<file path="config.mk">
export PLATFORM = sky130hd
export DESIGN_NAME = adc_frame_ctrl
export DESIGN_NICKNAME = d
export VERILOG_FILES = /design/src/rtl/adc_frame_ctrl.sv
export SDC_FILE = /design/constraint.sdc
export NUM_CORES = 1
export LEC_CHECK = 0
export CAP_MARGIN = 30
export CORE_MARGIN = 3
export CORE_UTILIZATION = 40
export CTS_CLUSTER_DIAMETER = 100
export DETAILED_ROUTE_END_ITERATION = 8
export GPL_TIMING_DRIVEN = 0
export PLACE_DENSITY = 0.64
export SETUP_SLACK_MARGIN = 0.4
export SYNTH_ARGS = -nofsm -noshare
export SYNTH_HDL_FRONTEND = slang
export SYNTH_SLANG_ARGS = --single-unit
</file>
<file path="constraint.sdc">
create_clock -name clk -period 3.2 [get_ports clk]
set_input_delay 0.64 -clock clk [delete_from_list [all_inputs] [get_ports clk]]
set_output_delay 0.64 -clock clk [all_outputs]
set_load 0.02 [all_outputs]
</file>
<file path="src/rtl/adc_frame_ctrl.sv">
// adc_frame_ctrl: capture sequencer that decimates ADC strobes, optionally waits for a
// rising-edge level trigger, fills one FFT input frame, starts the FFT and counts overruns.
// Ports:
//   clk, reset        system clock, synchronous active-high reset
//   enable            level-sensitive run request
//   decim             keep one accepted strobe in every decim+1
//   trig_level        rising-edge trigger threshold (trigger build only)
//   sample_valid/data ADC sample strobe and 12-bit unsigned data
//   buf_we/addr/data  registered FFT buffer write port
//   fft_start/done    FFT handshake pulses
//   frame_peak        maximum sample of the last completed frame
//   overrun_cnt       saturating count of strobes seen while the FFT runs
//   state             IDLE=0, ARM=1, FILL=2, PROCESS=3
// Build option: define ADC_FRAME_TRIGGER_EN to include the ARM state and level trigger.
module adc_frame_ctrl #(
    parameter int FRAME_LEN = 256,
    parameter int ADDR_W    = 8,
    parameter int DECIM_W   = 4
) (
    input  logic               clk,
    input  logic               reset,
    input  logic               enable,
    input  logic [DECIM_W-1:0] decim,
    input  logic [11:0]        trig_level,
    input  logic               sample_valid,
    input  logic [11:0]        sample_data,
    output logic               buf_we,
    output logic [ADDR_W-1:0]  buf_addr,
    output logic [11:0]        buf_data,
    output logic               fft_start,
    input  logic               fft_done,
    output logic [11:0]        frame_peak,
    output logic [7:0]         overrun_cnt,
    output logic [1:0]         state
);
    typedef enum logic [1:0] {IDLE = 2'd0, ARM = 2'd1, FILL = 2'd2, PROC = 2'd3} state_t;

    state_t             state_q;
    logic               we_q, start_q;
    logic [ADDR_W-1:0]  buf_addr_q, addr_q;
    logic [11:0]        buf_data_q, peak_q, max_q, max_d;
    logic [7:0]         ovr_q;
    logic [DECIM_W-1:0] dec_q, dec_d;
    logic               accept, restart, last;

`ifdef ADC_FRAME_TRIGGER_EN
    localparam state_t ENTRY = ARM;
    logic [11:0] prev_q;
    logic        trig;
    assign trig = prev_q < trig_level && sample_data >= trig_level;
`else
    localparam state_t ENTRY = FILL;
    logic unused_trig;
    assign unused_trig = ^trig_level;
`endif

    // decim is read live, so a shrinking decim must still wrap the counter
    assign dec_d   = (dec_q >= decim) ? '0 : dec_q + 1'b1;
    assign accept  = sample_valid && dec_q == '0;
    // strobes in the same cycle as a restart are never accepted
    assign restart = enable && (state_q == IDLE || (state_q == PROC && fft_done));
    assign max_d   = (sample_data > max_q) ? sample_data : max_q;
    assign last    = addr_q == ADDR_W'(FRAME_LEN - 1);

    always_ff @(posedge clk) begin
        if (reset) begin
            state_q    <= IDLE;
            we_q       <= 1'b0;
            start_q    <= 1'b0;
            buf_addr_q <= '0;
            buf_data_q <= '0;
            peak_q     <= '0;
            ovr_q      <= '0;
            dec_q      <= '0;
            addr_q     <= '0;
            max_q      <= '0;
`ifdef ADC_FRAME_TRIGGER_EN
            prev_q     <= 12'hFFF;
`endif
        end else begin
            we_q    <= 1'b0;
            start_q <= 1'b0;
            if (state_q == PROC && sample_valid && ovr_q != 8'hFF)
                ovr_q <= ovr_q + 1'b1;
            if (restart) begin
                state_q <= ENTRY;
                addr_q  <= '0;
                max_q   <= '0;
                dec_q   <= '0;
`ifdef ADC_FRAME_TRIGGER_EN
                prev_q  <= 12'hFFF;
`endif
            end else begin
                case (state_q)
                    PROC: if (fft_done) state_q <= IDLE;
`ifdef ADC_FRAME_TRIGGER_EN
                    ARM: begin
                        if (!enable) state_q <= IDLE;
                        else if (sample_valid) begin
                            dec_q <= dec_d;
                            if (accept) begin
                                prev_q <= sample_data;
                                if (trig) begin
                                    we_q       <= 1'b1;
                                    buf_addr_q <= '0;
                                    buf_data_q <= sample_data;
                                    addr_q     <= ADDR_W'(1);
                                    max_q      <= sample_data;
                                    dec_q      <= '0;
                                    state_q    <= FILL;
                                end
                            end
                        end
                    end
`endif
                    FILL: begin
                        if (!enable) state_q <= IDLE;
                        else if (sample_valid) begin
                            dec_q <= dec_d;
                            if (accept) begin
                                we_q       <= 1'b1;
                                buf_addr_q <= addr_q;
                                buf_data_q <= sample_data;
                                max_q      <= max_d;
                                if (last) begin
                                    state_q <= PROC;
                                    start_q <= 1'b1;
                                    peak_q  <= max_d;
                                end else addr_q <= addr_q + 1'b1;
                            end
                        end
                    end
                    default: ;
                endcase
            end
        end
    end

    assign buf_we      = we_q;
    assign buf_addr    = buf_addr_q;
    assign buf_data    = buf_data_q;
    assign fft_start   = start_q;
    assign frame_peak  = peak_q;
    assign overrun_cnt = ovr_q;
    assign state       = state_q;
endmodule

</file>
==> impl_metrics.yaml <==
outcome:
  status: "finished, final reports clean"
cts:
  worst_skew_pair.late_latency_ns: 0.34
  ctsLongestPathBuffers: 2
  cts_root_buf: "sky130_fd_sc_hd__clkbuf_8"
  cts_buffers: 9
  clock_tree_from_tritoncts: "built"
  postCtsResizedCells: 0
  cts.repair_timing.setup_buffer_count: 0
  cts_htree_levels: 3
  cts_sinks: 68
  ctsHoldBuffers: 0
  clock_slew_seen_by_the_registers_of_the_worst_setup_and_hold_paths_ns: 0.08
placed_design:
  final_estimated_routing_congestion_in_global_placement: 0.909
  place.port_buffers: 64
  dp.final_hpwl_um: 5650
final_layout:
  n_antenna_cell: 0
  drive_above_1_share_pct: 6.49
  area.growth.synth_to_final_pct: 31.7
  fin_nets: 510
  most_common_cell_after_layout_fill_and_taps_aside: "sky130_fd_sc_hd__nand2_1"
  layout_common_cells: "74 x sky130_fd_sc_hd__nand2_1, 68 x sky130_fd_sc_hd__dfxtp_1, 64 x sky130_fd_sc_hd__clkdlybuf4s50_1, 51 x sky130_fd_sc_hd__a21oi_1, 24 x sky130_fd_sc_hd__nor2_1"
timing:
  hold_ws_ns: 0.455
  finalSetupViolations: 0
  worst-slew-pin-transition_ns: 0.522
  totalNegativeSetupSlack_ns: 0
  min_period_ns: 2.68
  final.period_utilization_pct: 83.7
  max_slew_margin_pct: 64.9
  hold_viol_final: 0
  largest_clock_skew_in_the_final_design_ns: 0.0116
  setup_repair_after_global_routing_missed_its_margin: "no"
  timing.final.max_slew_violations: 0
  achievable-frequency_ghz: 0.373
pwr:
  p_leak_nw: 1.45
  ir_worst_vdd_uv: 250
  powerDensity_nw_per_um2: 440
detailed_routing:
  drt_first_iter_violations: 72
  drt-wirelength-per-cell_um: 13.7
  drc_errors: 0
  ant_nets: 0
  drt-vias-per-instance: 5.05
  total_number_of_vias: 2833
  drt_pre_antenna_iters: 5
  totalWireLength_um: 7690
critical_path:
  critical_path.startpoint: "sample_data[9]"
  timing.reg2reg.setup_slack_ns: 1.01
  critical_path_class: "input port to flop"
  r2r_start: "max_q[9]$_SDFFE_PP0N_"
  timing.critical_path.cells: "clkdlybuf4s50_1, ha_1, a211oi_2, nor2_1, or3_4, o21a_1, buf_2, nand3_1, a21oi_1"
  setup.worst_path.end: "max_q[6]$_SDFFE_PP0N_"
  worstSetupEndpointType: "flop"
  cpPeakStageDelay_ns: 0.51
  cp_max_fo: 10
  startpoint_type: "input port"
  critical_path_slowest_stage_cell: "sky130_fd_sc_hd__clkdlybuf4s50_1"
  worst_r2r_endpoint: "max_q[6]$_SDFFE_PP0N_"
  worst_ep_arrival_time_ns: 2.88
  worst-endpoint-required_ns: 3.40
  r2r.worst_path.cells: 9
synth:
  netlist.top_cell.by_area: "sky130_fd_sc_hd__dfxtp_1"
  synth.area.top_cells: "sky130_fd_sc_hd__dfxtp_1 44%, sky130_fd_sc_hd__nand2_1 8.9%, sky130_fd_sc_hd__a21oi_1 8.2%"
  ys_types: 38
  yosys_warnings: 0
  sequential_share_of_the_synthesized_area_pct: 43.6
  postSynthCellCount: 382
  synthesis.area_per_instance_um2: 8.18
  mappedNetlistArea_um2: 3120
  synth_seq_cells: 68
  syn-num-nets: 435
  synth_top_area_share_pct: 43.6
floorplanning:
  top_level_ports: 77
  fp.dieW_um: 94.4
  chipHeight_um: 94.4
  rows: 31
  placeableCoreArea_um2: 7410
  area_enclosed_by_the_die_boundary_um2: 8900
  initial_utilization_pct: 42.2
grt:
  grt_pass1_vias: 2749
  maximum_number_of_pins_on_one_net_before_global_route_repair: 14
  global_route.overflow_total: 0
  antenna_found_initial: 0
  grtUsageTotal_pct: 18.3
  grt_first_pass_wirelength_um: 12900
job:
  cap_viol_max_count: 0
worst_hold_path:
  min-delay-path-class: "flop to flop"
[worst max-delay path, delay by kind of cell]
| kind | cells | cell delay (ns) |
|---|---|---|
| AO/OA/AOI/OAI | 3 | 0.56 |
| adder cells (fa/ha/maj) | 1 | 0.38 |
| buffers and inverters | 2 | 0.73 |
| AND/OR/NAND/NOR | 3 | 0.57 |
[flip-flops by register name, indices dropped and copies added (netlist names)]
signal / count
buf_we: 1
frame_peak: 12
dec_q: 4
overrun_cnt: 8
buf_data: 12
max_q: 12
addr_q: 8
state: 2
buf_addr: 8
fft_start: 1
[cells by family after synthesis]
| kind of cell | after synthesis | share of synthesized area, % |
|---|---|---|
| compound gates | 92 | 17.1 |
| xor+xnor | 17 | 4.77 |
| fa+ha+maj | 20 | 8.01 |
| buf+inv | 41 | 5.65 |
| flops | 68 | 43.6 |
| mux | 1 | 0.321 |
| simple gates | 143 | 20.5 |
[Yosys cell counts]
cell,count
sky130_fd_sc_hd__a211oi_2,1
sky130_fd_sc_hd__dfxtp_1,68
sky130_fd_sc_hd__o21ai_4,1
sky130_fd_sc_hd__xnor2_1,6
sky130_fd_sc_hd__o21bai_1,1
sky130_fd_sc_hd__and4bb_2,1
sky130_fd_sc_hd__a21o_1,1
sky130_fd_sc_hd__xor2_1,11
sky130_fd_sc_hd__nand2b_1,1
sky130_fd_sc_hd__ha_1,20
sky130_fd_sc_hd__clkbuf_1,12
sky130_fd_sc_hd__and4_1,2
sky130_fd_sc_hd__and3_1,3
sky130_fd_sc_hd__and2_1,2
sky130_fd_sc_hd__a31oi_2,1
sky130_fd_sc_hd__nor2b_1,3
sky130_fd_sc_hd__o21a_1,1
sky130_fd_sc_hd__o21ai_0,17
sky130_fd_sc_hd__nor4_1,1
sky130_fd_sc_hd__a31oi_1,12
sky130_fd_sc_hd__buf_6,2
sky130_fd_sc_hd__a211oi_1,1
sky130_fd_sc_hd__mux2i_1,1
sky130_fd_sc_hd__nand2_1,74
sky130_fd_sc_hd__inv_1,20
sky130_fd_sc_hd__buf_1,1
sky130_fd_sc_hd__or3_4,1
sky130_fd_sc_hd__nand3_1,19
sky130_fd_sc_hd__o31a_1,1
sky130_fd_sc_hd__nor2_1,24
sky130_fd_sc_hd__o211ai_1,2
sky130_fd_sc_hd__and3b_1,1
sky130_fd_sc_hd__nor3_1,3
sky130_fd_sc_hd__a311oi_1,1
sky130_fd_sc_hd__a21oi_1,51
sky130_fd_sc_hd__a41oi_2,1
sky130_fd_sc_hd__nand4_1,8
sky130_fd_sc_hd__buf_2,6
[per-stage QoR]
| step | std cells | setup slack (ns) | area (um^2) | utilization (%) | power, mW |
|---|---|---|---|---|---|
| 6_report | 561 | 0.522 | 4110 | 55.5 | 1.81 |
| 3_3_place_gp | 545 | 0.200 | 3890 | 52.5 | 1.03 |
| 4_1_cts | 561 | 0.524 | 4110 | 55.5 | 1.82 |
| 3_5_place_dp | 545 | 0.176 | 3890 | 52.5 | 1.03 |
| 5_1_grt | 561 | 0.433 | 4110 | 55.5 | 1.89 |
| 2_1_floorplan | 382 | 0.947 | 3120 | - | 0.963 |
[cell type report]
cell class              instances  area [um^2]
well taps                      99          124
clock buffers                   9          124
fillers                       708         3300
repair buffers                 64          641
flip-flops and latches         68         1360
plain buffers                  21          101
clock inverters                 7          100
multi-input cells             273         1590
inverters                      20         75.1
[power by group]
part / internal, mW / leakage, nW / switching, mW
clock: 0.442 / 0.102 / 0.354
sequential: 0.851 / 0.548 / 0.00471
combinational: 0.0649 / 0.799 / 0.0930
[worst min-delay path by stage]
stage,to,slack [ns],cells past startpoint,startpoint
after floorplan,buf_addr[7]$_SDFFE_PP0P_,0.46,2,addr_q[7]$_SDFFE_PP0P_
after global placement,buf_data[8]$_SDFFE_PP0P_,0.44,2,buf_data[8]$_SDFFE_PP0P_
after detailed placement,buf_addr[4]$_SDFFE_PP0P_,0.45,2,buf_addr[4]$_SDFFE_PP0P_
after CTS,buf_addr[4]$_SDFFE_PP0P_,0.46,2,buf_addr[4]$_SDFFE_PP0P_
after global routing,buf_data[9]$_SDFFE_PP0P_,0.47,2,buf_data[9]$_SDFFE_PP0P_
final,buf_addr[4]$_SDFFE_PP0P_,0.46,2,buf_addr[4]$_SDFFE_PP0P_
[routing by layer]
| metal | track usage [%] | vias up | wire (um) |
|---|---|---|---|
| met5 | 0 | - | 0 |
| met2 | 28.5 | 70 | 3440 |
| li1 | - | 1456 | - |
| met4 | 5.90 | 0 | 70 |
| met1 | 25.1 | 1300 | 3800 |
| met3 | 4.38 | 7 | 383 |
(Power assumes the default switching activity.)
